$ cat config.mk
export PLATFORM = sky130hd
export DESIGN_NAME = mem_lsu
export DESIGN_NICKNAME = d
export VERILOG_FILES = /design/src/rtl/cpu_pkg.sv /design/src/rtl/lsu_align.sv /design/src/rtl/mem_lsu.sv
export SDC_FILE = /design/constraint.sdc
export NUM_CORES = 1
export LEC_CHECK = 0
export BUFFER_PORTS_ARGS = -buffer_cell sky130_fd_sc_hd__buf_2
export CORE_MARGIN = 2
export CORE_UTILIZATION = 41
export CTS_CLUSTER_DIAMETER = 120
export CTS_CLUSTER_SIZE = 40
export DETAILED_ROUTE_END_ITERATION = 16
export GPL_TIMING_DRIVEN = 0
export PLACE_DENSITY_LB_ADDON = 0.2
export SYNTH_ARGS = -nofsm -noshare
export SYNTH_HDL_FRONTEND = slang
export SYNTH_SLANG_ARGS = --single-unit
$ cat constraint.sdc
create_clock -name clk -period 1.7 [get_ports clk]
set_input_delay 0.17 -clock clk [delete_from_list [all_inputs] [get_ports clk]]
set_output_delay 0.17 -clock clk [all_outputs]
set_load 0.05 [all_outputs]
$ cat src/rtl/cpu_pkg.sv
// ---------------------------------------------------------------------------
// cpu_pkg
// Shared CPU definitions used by the MEM-stage load/store unit.
//   - RV32I load/store funct3 encodings (F3_LB..F3_LHU, F3_SB..F3_SW)
//   - lsu_state_t : load/store unit FSM states
// ---------------------------------------------------------------------------
package cpu_pkg;

    // Load funct3 encodings
    localparam logic [2:0] F3_LB  = 3'b000;
    localparam logic [2:0] F3_LH  = 3'b001;
    localparam logic [2:0] F3_LW  = 3'b010;
    localparam logic [2:0] F3_LBU = 3'b100;
    localparam logic [2:0] F3_LHU = 3'b101;

    // Store funct3 encodings
    localparam logic [2:0] F3_SB  = 3'b000;
    localparam logic [2:0] F3_SH  = 3'b001;
    localparam logic [2:0] F3_SW  = 3'b010;

    typedef enum logic [1:0] {
        IDLE        = 2'd0,
        WAIT_GNT    = 2'd1,
        WAIT_RVALID = 2'd2,
        DONE        = 2'd3
    } lsu_state_t;

endpackage

$ cat src/rtl/lsu_align.sv
// ---------------------------------------------------------------------------
// lsu_align
// Purely combinational byte-lane logic for the load/store unit.
//   i_load       : load in MEM stage (already cleared when a store is present)
//   i_store      : store in MEM stage
//   i_funct3     : RV32I access size/sign
//   i_offset     : byte offset within the word (addr[1:0])
//   i_wdata      : store data (rs2)
//   i_rdata      : raw memory word
//   o_be         : store byte enables
//   o_wdata      : store data replicated onto every candidate lane
//   o_rdata_ext  : extracted and sign/zero-extended load data
//   o_fault      : misaligned access or illegal funct3
// ---------------------------------------------------------------------------
module lsu_align
    import cpu_pkg::*;
#(
    parameter int DATA_WIDTH = 32
) (
    input  logic                  i_load,
    input  logic                  i_store,
    input  logic [2:0]            i_funct3,
    input  logic [1:0]            i_offset,
    input  logic [DATA_WIDTH-1:0] i_wdata,
    input  logic [DATA_WIDTH-1:0] i_rdata,
    output logic [3:0]            o_be,
    output logic [DATA_WIDTH-1:0] o_wdata,
    output logic [DATA_WIDTH-1:0] o_rdata_ext,
    output logic                  o_fault
);

    // Pick the addressed byte/half out of the word and extend it to full width.
    function automatic logic [DATA_WIDTH-1:0] extend_load(
        input logic [2:0]            f3,
        input logic [1:0]            off,
        input logic [DATA_WIDTH-1:0] word
    );
        logic [7:0]  v_byte;
        logic [15:0] v_half;
        v_byte = word[{off, 3'b000} +: 8];
        v_half = off[1] ? word[31:16] : word[15:0];
        case (f3)
            F3_LB:   return {{(DATA_WIDTH-8){v_byte[7]}}, v_byte};
            F3_LBU:  return {{(DATA_WIDTH-8){1'b0}}, v_byte};
            F3_LH:   return {{(DATA_WIDTH-16){v_half[15]}}, v_half};
            F3_LHU:  return {{(DATA_WIDTH-16){1'b0}}, v_half};
            F3_LW:   return word;
            default: return '0;
        endcase
    endfunction

    assign o_rdata_ext = extend_load(i_funct3, i_offset, i_rdata);

    always_comb begin
        o_be    = 4'b0000;
        o_wdata = '0;
        o_fault = 1'b0;
        if (i_store) begin
            case (i_funct3)
                F3_SB: begin
                    o_be    = 4'b0001 << i_offset;
                    o_wdata = {4{i_wdata[7:0]}};
                end
                F3_SH: begin
                    o_fault = i_offset[0];
                    o_be    = 4'b0011 << i_offset;
                    o_wdata = {2{i_wdata[15:0]}};
                end
                F3_SW: begin
                    o_fault = |i_offset;
                    o_be    = 4'b1111;
                    o_wdata = i_wdata;
                end
                default: o_fault = 1'b1;
            endcase
        end else if (i_load) begin
            case (i_funct3)
                F3_LB, F3_LBU: o_fault = 1'b0;
                F3_LH, F3_LHU: o_fault = i_offset[0];
                F3_LW:         o_fault = |i_offset;
                default:       o_fault = 1'b1;
            endcase
        end
    end

endmodule

$ cat src/rtl/mem_lsu.sv
// ---------------------------------------------------------------------------
// mem_lsu
// MEM-stage load/store unit between the EX/MEM and MEM/WB registers. Turns a
// load/store into a req/gnt/rvalid data-memory transaction and stalls the
// pipeline until it completes.
//   clk, rst                      : clock, synchronous active-high reset
//   memread_m, memwrite_m         : load / store in MEM (both = store)
//   funct3_m, aluresult_m         : access size/sign, byte address
//   writedata_m                   : store data
//   readdata_m                    : extended load data, valid in the DONE cycle
//   stall_m                       : freeze upstream stages while access pending
//   fault_m                       : misaligned / illegal access, suppressed
//   dmem_req/we/addr/be/wdata     : memory request channel
//   dmem_gnt, dmem_rvalid, dmem_rdata : memory handshake and response
// ---------------------------------------------------------------------------
module mem_lsu
    import cpu_pkg::*;
#(
    parameter int DATA_WIDTH = 32
) (
    input  logic                  clk,
    input  logic                  rst,
    input  logic                  memread_m,
    input  logic                  memwrite_m,
    input  logic [2:0]            funct3_m,
    input  logic [DATA_WIDTH-1:0] aluresult_m,
    input  logic [DATA_WIDTH-1:0] writedata_m,
    output logic [DATA_WIDTH-1:0] readdata_m,
    output logic                  stall_m,
    output logic                  fault_m,
    output logic                  dmem_req,
    output logic                  dmem_we,
    output logic [DATA_WIDTH-1:0] dmem_addr,
    output logic [3:0]            dmem_be,
    output logic [DATA_WIDTH-1:0] dmem_wdata,
    input  logic                  dmem_gnt,
    input  logic                  dmem_rvalid,
    input  logic [DATA_WIDTH-1:0] dmem_rdata
);

    lsu_state_t            r_state;
    lsu_state_t            w_next;
    logic [DATA_WIDTH-1:0] r_rdata;

    logic                  w_load;
    logic                  w_access;
    logic                  w_fault;
    logic [3:0]            w_be;
    logic [DATA_WIDTH-1:0] w_wdata;
    logic [DATA_WIDTH-1:0] w_rdata_ext;

    // A simultaneous read and write is treated as a store.
    assign w_load   = memread_m & ~memwrite_m;
    assign w_access = (memread_m | memwrite_m) & ~w_fault;
    assign fault_m  = w_fault;

    lsu_align #(
        .DATA_WIDTH (DATA_WIDTH)
    ) u_align (
        .i_load      (w_load),
        .i_store     (memwrite_m),
        .i_funct3    (funct3_m),
        .i_offset    (aluresult_m[1:0]),
        .i_wdata     (writedata_m),
        .i_rdata     (dmem_rdata),
        .o_be        (w_be),
        .o_wdata     (w_wdata),
        .o_rdata_ext (w_rdata_ext),
        .o_fault     (w_fault)
    );

    // Request payload is qualified by access so a faulting or absent op drives zeros.
    assign dmem_we    = w_access & memwrite_m;
    assign dmem_addr  = w_access ? {aluresult_m[DATA_WIDTH-1:2], 2'b00} : '0;
    assign dmem_be    = w_access ? w_be : 4'b0000;
    assign dmem_wdata = w_access ? w_wdata : '0;

    always_ff @(posedge clk) begin
        if (rst) begin
            r_state <= IDLE;
            r_rdata <= '0;
        end else begin
            r_state <= w_next;
            if (r_state == WAIT_RVALID && dmem_rvalid) begin
                r_rdata <= w_rdata_ext;
            end
        end
    end

    // dmem_req depends only on state and the MEM-stage inputs, never on gnt/rvalid.
    always_comb begin
        w_next     = r_state;
        dmem_req   = 1'b0;
        stall_m    = 1'b0;
        readdata_m = '0;
        case (r_state)
            IDLE, WAIT_GNT: begin
                if (w_access) begin
                    dmem_req = 1'b1;
                    stall_m  = 1'b1;
                    if (dmem_gnt) begin
                        w_next = memwrite_m ? DONE : WAIT_RVALID;
                    end else begin
                        w_next = WAIT_GNT;
                    end
                end else begin
                    w_next = IDLE;
                end
            end
            WAIT_RVALID: begin
                stall_m = 1'b1;
                if (dmem_rvalid) begin
                    w_next = DONE;
                end
            end
            DONE: begin
                if (w_load) begin
                    readdata_m = r_rdata;
                end
                // The pipeline advances on this edge; the next access starts in IDLE.
                w_next = IDLE;
            end
            default: w_next = IDLE;
        endcase
    end

endmodule

==> impl_metrics.tcl, run 1 <==
set metrics [dict create \
    fp-row-count 30 \
    post-place-ws_ns -0.482 \
    power_frac_seq 0.316 \
    portBuffers 204 \
    wl_mm 12.4 \
    p_per_area_nw_per_um2 492 \
    synth_edf_count 0 \
    rr_startpoint "r_state[0]" \
    max_stage_delay_ns 0.40 \
    routedWlPerCell_um 18.6 \
    track_usage 0.310 \
    fin_crit_ns 1.83 \
    synth_top_area_share 0.244 \
    routed-via-count 3702 \
    cp_slowest_cell "or3_4" \
    r2r_cells 5 \
    drive_gt1_frac 0.595 \
    final_max_slew_viol_count 0 \
    synth_cells 359 \
    fmax_mhz 548 \
    clock_path_buffers 2 \
    holdPathStages 2 \
    yosysSeqAreaShare 0.244 \
    finalWorstSetupSlack_ns -0.125 \
    yosysWarnings 0 \
    cts_tree "done" \
    combPwrFrac 0.442 \
    status "complete, but fails checks" \
    fill_cells 449 \
    path_common_cell "buf_8" \
    avgSynthCellArea_um2 7.79 \
    routabilityCongestion 0.852 \
    ys_ff_latch 34 \
    max_slew_margin 0.490 \
    die-area_um2 7490 \
    tightest_slew_ns 0.763 \
    critPathMaxFanout 10 \
    crit_chain "buf_8 > or3_4 > and2_4 > or2_1 > buf_6 > buf_12 > nor2_4 > buf_8" \
    grt_pass1_wl_mm 18.4 \
    synth_common_cells "and2_1 (73), dfxtp_1 (34), a21oi_1 (29)" \
    ir_drop_v 0.000264 \
    fin_crit_sh 1.07 \
    route.detailed.drc 0 \
    numCtsBuffers 5 \
    path_class "in2out" \
    path_clk_slew_ns 0.07 \
    core_um2 6680 \
    p_sw_uw 943 \
    worst-r2r-setup-slack_ns 0.13 \
    hp-class "in2reg" \
    grt_pass1_vias 3775 \
    h-tree-depth 2 \
    finalNetCount 687 \
    fin_skew_ns 0.00322 \
    start_util 0.418 \
    p_int_mw 1.63 \
    r2r_end "r_rdata[16]" \
    cts_root_buf "clkbuf_8" \
    max-cap-violations 0 \
    cts_hold_buf 0 \
    clk_latency_ns 0.28 \
    areaGrowthSynthToFinish_pct 87.3 \
    ioPinCount 209 \
    hold_viol 0 \
    yosysMostFrequentCell "and2_1" \
    place_hpwl_mm 8.47 \
    postRouteAntennaNets 0 \
    drt_pre_antenna_iters 5 \
    swShare 0.366 \
    synth_top_flop_cell "dfxtp_1" \
    antenna_found_initial 1 \
    violations "setup timing" \
    gr-total-overflow 0 \
    synth_largest_area_cell "dfxtp_1" \
    ys_async_sr_fraction 0 \
    synth_top_cells_by_area "dfxtp_1 (24%), and2_1 (16%), a221o_1 (5.7%)" \
    die_w_um 86.6 \
    critPathRequiredTime_ns 1.53 \
    fp.dieH_um 86.6 \
    p_leak_nw 2.44 \
    rsz0062_at_grt "true" \
    yosysUniqueCellTypes 44 \
    drt_iter0_drc 181 \
    finish.utilization 0.784 \
    grt_max_degree 12 \
    startpoint_type "primary input" \
    via_per_inst 5.58 \
    cts.sinks 34 \
    hold_end "r_state[1]" \
    finalSetupViolations 61 \
    syn_area_um2 2800 \
    min_from "rst" \
    cp-end-kind "primary output" \
    clkPwrFrac 0.243 \
    cp.arrival_ns 1.66 \
]
==> through the flow <==
stage          instance area [µm²]  total power [mW]  hold slack (ns)  instances  setup TNS [ns]
6_report                      5240              2.58           0.0861        664           -3.71
5_1_grt                       5240              2.67           0.0870        664           -5.32
4_1_cts                       5140              2.53           0.0770        662           -3.26
3_5_place_dp                  4200              1.71            0.378        644          -23.81
3_3_place_gp                  4200              1.70            0.376        644          -21.38
2_1_floorplan                 3080              1.44            0.242        360           -3.09
==> flip-flops by register name, summed over array words and instances, names as in the netlist <==
signal,cells
r_rdata,32
r_state,2
==> power groups by stage <==
stage                     sequential [mW]  combinational, mW  clock (mW)
after floorplan                     0.829              0.610           0
after global placement              0.830              0.869           0
after detailed placement            0.831              0.879           0
after CTS                           0.813               1.09       0.631
after global routing                0.814               1.19       0.668
final                               0.813               1.14       0.626
==> kinds of logic after synthesis <==
kind of cell | Yosys count | synth area share
xor gates and xnor gates | 1 | 0.00313
AOI/OAI and AO/OA | 104 | 0.264
DFF | 34 | 0.244
muxes | 19 | 0.0819
other | 1 | 0.00134
buffers and inverters | 39 | 0.0725
and+or+nand+nor | 161 | 0.333
==> metal layers <==
layer,part of all wire,track usage,vias up
li1,-,-,1722
met1,0.37,0.354,1692
met2,0.50,0.545,240
met3,0.080,0.0657,48
met4,0.047,0.151,0
met5,0,0,-
==> worst max-delay path, delay by kind of cell <==
| family | cells | cell delay, ns |
|---|---|---|
| simple gates | 4 | 0.90 |
| buf+inv | 4 | 0.59 |
==> worst max path at each step <==
stage | start | end | slack, ns | cells past startpoint
floorplan | funct3_m[0] | dmem_wdata[10] | -0.33 | 6
detailed placement | aluresult_m[0] | dmem_addr[25] | -0.48 | 7
global route | funct3_m[0] | dmem_wdata[24] | -0.14 | 8
CTS | funct3_m[0] | dmem_wdata[28] | -0.12 | 8
global placement | aluresult_m[0] | dmem_addr[25] | -0.45 | 7
finish | funct3_m[0] | dmem_wdata[16] | -0.13 | 8
==> placed cells by master (no fill, tap or decap), types with 19 or more instances in the layout <==
master,count
and2_4,40
buf_8,53
dfxtp_1,33
buf_2,112
o21ai_0,19
buf_6,21
nand2_1,27
nor2b_1,19
buf_4,42
and2_1,34
==> cell type report <==
cell class | instances | area [µm²] | area share
flip-flops and latches | 34 | 682 | 0.130
inverters | 4 | 17.5 | 0.00335
well taps | 80 | 100 | 0.0191
clock inverters | 2 | 12.5 | 0.00239
diodes | 1 | 2.50 | 0.000478
repair buffers | 215 | 1810 | 0.345
clock buffers | 6 | 82.6 | 0.0158
multi-input cells | 287 | 2260 | 0.431
plain buffers | 35 | 274 | 0.0523
==> what timing repair did <==
item                                   CTS  global route
endpoints found under the hold margin    0             0
resized for setup                      258            35
setup endpoints to repair              106           126
setup buffers                            7             0
cloned                                   3             1
pin swaps                               35             2
No activity file was read; power rests on OpenSTA's default activity.
==> inputs of run 2 (changes only) <==
CORE_MARGIN = 3   (was 2)
HOLD_SLACK_MARGIN = 0.12   (was not set)
==> impl_metrics.tcl, run 2 (synthesis gave the netlist of run 1 again) <==
set metrics [dict create \
    p_leak_nw 2.52 \
    crit_chain "buf_8 > or3_4 > buf_6 > a221oi_4 > buf_6 > buf_8 > and2_4 > buf_8" \
    fmax_mhz 532 \
    cts_root_buf "clkbuf_8" \
    max-cap-violations 0 \
    final_max_slew_viol_count 0 \
    routabilityCongestion 0.839 \
    cts_tree "done" \
    place_hpwl_mm 8.66 \
    routedWlPerCell_um 22.6 \
    fp-row-count 29 \
    hold_viol 0 \
    tightest_slew_ns 0.814 \
    grt_pass1_vias 3936 \
    startpoint_type "primary input" \
    power_frac_seq 0.278 \
    total_power_mw 2.93 \
    violations "setup timing" \
    finalWorstSetupSlack_ns -0.179 \
    numCtsBuffers 5 \
    critPathMaxFanout 5 \
    ir_drop_v 0.000314 \
    max_stage_delay_ns 0.39 \
    cp.arrival_ns 1.71 \
    fin_crit_sh 1.11 \
    fin_skew_ns 0.00524 \
    cp_slowest_cell "or3_4" \
    status "complete, but fails checks" \
    drive_gt1_frac 0.603 \
    drt_pre_antenna_iters 5 \
    final_common_cell "buf_2" \
    p_sw_mw 1.01 \
    postRouteAntennaNets 0 \
    drt_iter0_drc 317 \
    ioPinCount 209 \
    fin_crit_ns 1.88 \
    placed_cell_area_um2 4200 \
    gr-total-overflow 0 \
    areaGrowthSynthToFinish_pct 94.5 \
    p_int_mw 1.92 \
    fp.dieH_um 88.6 \
    critPathRequiredTime_ns 1.53 \
    clkPwrFrac 0.307 \
    grt_max_degree 13 \
    finalNetCount 693 \
    final_area_um2 5440 \
    combPwrFrac 0.415 \
    cp-end-kind "primary output" \
    path_clk_slew_ns 0.07 \
    max_slew_margin 0.456 \
    routed-via-count 4073 \
    max_flop_register "r_rdata" \
    finalSetupViolations 63 \
    reg.largest.list "r_rdata x32, r_state x2" \
    hp-class "in2reg" \
    track_usage 0.332 \
    swShare 0.345 \
    wl_mm 15.1 \
    seqCellArea_um2 681 \
    clk_latency_ns 0.29 \
    fill_cells 352 \
    die-area_um2 7840 \
    rsz0062_at_grt "true" \
    portBuffers 204 \
    start_util 0.430 \
    grt_pass1_wl_mm 20.0 \
    multi_input_area_um2 2280 \
    via_per_inst 6.11 \
    final_cell_mix "buf_2 (115), buf_8 (53), and2_4 (40), and2_1 (34), dfxtp_1 (34)" \
    path_class "in2out" \
    p_per_area_nw_per_um2 540 \
    route.detailed.drc 0 \
    path_common_cell "buf_8" \
    cts.sinks 34 \
    antenna_found_initial 1 \
    largest_reg_flops 32 \
    h-tree-depth 2 \
    die_w_um 88.6 \
    core_um2 6490 \
    clock_path_buffers 2 \
]
[run 2: cell types whose count changed in the layout (fill, tap and decap cells not counted), moves of 2 or more]
cell	delta
clkinv_8	+2
dlygate4sd3_1	+3
buf_12	+3
buf_4	-9
buf_2	+3
a21oi_1	-3
buf_6	+2
bufinv_16	+2
clkbuf_4	+4
a21oi_4	+2
clkbuf_2	-2
buf_16	+2
[run 2: cell type report]
class	count	share of cell area
multi-input combinational	287	0.420
timing repair buffer	220	0.351
sequential	34	0.125
buffer	35	0.0518
tap	77	0.0177
clock buffer	5	0.0127
clock inverter	3	0.0127
inverter	4	0.00506
timing repair inverter	1	0.00299
antenna	1	0.000460
[run 2: power by group through the flow]
stage / sequential, mW / clock, mW / combinational [mW]
floorplan: 0.829 / 0 / 0.610
global placement: 0.830 / 0 / 0.869
detailed placement: 0.831 / 0 / 0.880
CTS: 0.813 / 0.899 / 1.12
global route: 0.815 / 0.928 / 1.26
finish: 0.814 / 0.902 / 1.22
[run 2: critical path: cells and delay by family]
| kind | cells | cell delay, ns |
|---|---|---|
| buf+inv | 5 | 0.68 |
| simple gates | 2 | 0.54 |
| compound gates | 1 | 0.32 |
[run 2: final timing paths]
kind                  start            end  slack (ns)  cells after the start
max          aluresult_m[0]  dmem_addr[10]       -0.18                      8
min           dmem_rdata[1]     r_rdata[1]        0.12                      3
min reg2reg     r_rdata[12]    r_rdata[12]        0.46                      2
max reg2reg      r_state[0]    r_rdata[16]           0                      5
[run 2: per-layer routing]
layer	global-route usage	vias up	routed length (µm)
li1	-	1735	-
met5	0	-	0
met2	0.574	373	7370
met3	0.0847	95	1480
met1	0.371	1870	5120
met4	0.179	0	1110
[run 2: through the flow]
step / TNS, ns / setup slack, ns / util / cells / hold slack, ns
after floorplan: -3.09 / -0.325 / - / 360 / 0.242
after global placement: -22.58 / -0.465 / 0.646 / 641 / 0.377
after detailed placement: -23.28 / -0.469 / 0.646 / 641 / 0.386
after CTS: -6.19 / -0.131 / 0.811 / 662 / 0.121
after global routing: -9.93 / -0.211 / 0.837 / 667 / 0.131
final: -7.61 / -0.179 / 0.837 / 667 / 0.123
[run 2: what timing repair did]
| item | 4_1_cts | 5_1_grt |
|---|---|---|
| hold buffers | 2 | 1 |
| cloned | 6 | 1 |
| pin swaps | 43 | 11 |
| setup buffers | 5 | 2 |
| setup endpoints to repair | 107 | 127 |
| resized for setup | 265 | 60 |
| hold endpoints to repair | 2 | 1 |
==> inputs of run 3 (changes only) <==
SKIP_CTS_REPAIR_TIMING = 1   (was not set)
==> impl_metrics.tcl, run 3 (synthesis gave the netlist of run 1 again) <==
set metrics [dict create \
    status "complete, but fails checks" \
    violations "setup timing" \
    gr-total-overflow 0 \
    start_util 0.430 \
    path_clk_slew_ns 0.07 \
    max-cap-violations 0 \
    r2r_end "r_rdata[16]" \
    die-area_um2 7840 \
    numCtsBuffers 5 \
    grt_max_degree 13 \
    cp-end-kind "primary output" \
    max_flop_register "r_rdata" \
    final_area_um2 5280 \
    finalWorstSetupSlack_ns -0.156 \
    path_buf_inv 4 \
    areaGrowthSynthToFinish_pct 88.8 \
    routabilityCongestion 0.839 \
    placed_cell_area_um2 4200 \
    cp_slowest_cell "or3_4" \
    largest_reg_flops 32 \
    path_delay_family "simple AND/OR/NAND/NOR gates" \
    rsz0062_at_grt "true" \
    cts_tree "done" \
    ioPinCount 209 \
    grt_pass1_wl_mm 16.2 \
    setup-tns-final_ns -4.96 \
    portBuffers 204 \
    critPathMaxFanout 5 \
    postRouteAntennaNets 0 \
    cp.arrival_ns 1.69 \
    worst-r2r-setup-slack_ns 0.13 \
    r2r_cells 5 \
    ir_drop_v 0.000306 \
    max_slew_margin 0.503 \
    tightest_slew_ns 0.743 \
    h-tree-depth 2 \
    finalNetCount 692 \
    path_common_cell "buf_6" \
    drt_iter0_drc 203 \
    final_cell_mix "buf_2 (114), and2_4 (40), buf_8 (39), buf_6 (35)" \
    fp.dieH_um 88.6 \
    via_per_inst 5.69 \
    clk_latency_ns 0.29 \
    drive_gt1_frac 0.597 \
    core_um2 6490 \
    rr_startpoint "r_state[1]" \
    path_class "in2out" \
    diodes 0 \
    p_per_area_nw_per_um2 539 \
    wl_mm 12.9 \
    finalSetupViolations 63 \
    finish.utilization 0.812 \
    startpoint_type "primary input" \
    track_usage 0.263 \
    final_max_slew_viol_count 0 \
    placedCellCount 641 \
    stdcell_count 665 \
    cts.sinks 34 \
    fin_skew_ns 0.00525 \
    hold_viol 0 \
    hp-class "in2reg" \
    route.detailed.drc 0 \
    clock_path_buffers 2 \
    routedWlPerCell_um 19.3 \
    max_stage_delay_ns 0.40 \
    crit_chain "buf_8 > or3_4 > and2_4 > or2_4 > buf_6 > clkbuf_16 > a21oi_4 > buf_6" \
    fmax_mhz 539 \
    critPathRequiredTime_ns 1.53 \
    fp-row-count 29 \
    place_hpwl_mm 8.66 \
    fin_crit_ns 1.86 \
    cp-startpoint "funct3_m[0]" \
    p_leak_nw 2.47 \
    die_w_um 88.6 \
    cp.depth 8 \
    fin_crit_sh 1.09 \
    reg.largest.list "r_rdata x32, r_state x2" \
    crit_path_end "dmem_wdata[11]" \
    drt_pre_antenna_iters 4 \
    total_power_mw 2.84 \
    cts_root_buf "clkbuf_8" \
    final_common_cell "buf_2" \
    grt_pass1_vias 3408 \
    antenna_found_initial 0 \
    routed-via-count 3781 \
]
[run 3: cell types whose count changed in the layout (fill, tap and decap cells not counted), moves of 3 or more]
cell / before / now
clkbuf_4: 11 / 28
buf_6: 23 / 35
buf_8: 53 / 39
buf_4: 33 / 22
buf_12: 5 / 2
[run 3: final cells by class]
cell class	count	area, µm²
Clock buffer	5	68.8
Timing Repair Buffer	220	1820
Clock inverter	3	68.8
Multi-Input combinational cell	287	2260
Buffer	35	263
Sequential cell	34	681
Fill cell	406	1220
Inverter	4	17.5
Tap cell	77	96.3
[run 3: where the power goes]
group | internal, mW | switching, mW
Sequential | 0.807 | 0.00595
Clock | 0.587 | 0.304
Combinational | 0.499 | 0.641
Total | 1.89 | 0.951
[run 3: per-layer routing]
metal | GRT usage | share of wire
met1 | 0.306 | 0.37
met2 | 0.488 | 0.52
met3 | 0.0484 | 0.079
met4 | 0.0769 | 0.034
met5 | 0 | 0
[run 3: worst reg2reg max path, cell delays in order, from the launching register on]
cell      delay (ns)
dfxtp_1         0.37
and4bb_2        0.26
nand2b_1        0.22
nor3b_4         0.27
buf_2           0.25
a221o_1         0.14
[run 3: worst min path at each step]
stage                     slack (ns)           start           to  cells past startpoint
final                           0.12   dmem_rdata[1]   r_rdata[1]                      3
after global routing            0.12  dmem_rdata[20]  r_rdata[20]                      2
after CTS                       0.08             rst   r_state[1]                      2
after detailed placement        0.39             rst   r_state[1]                      2
after global placement          0.38             rst   r_state[1]                      2
after floorplan                 0.24             rst   r_state[1]                      1
[run 3: per-stage QoR]
stage	setup slack, ns	hold WS (ns)
finish	-0.156	0.124
floorplan	-0.325	0.242
global placement	-0.465	0.377
detailed placement	-0.469	0.386
CTS	-0.470	0.0846
global route	-0.179	0.122
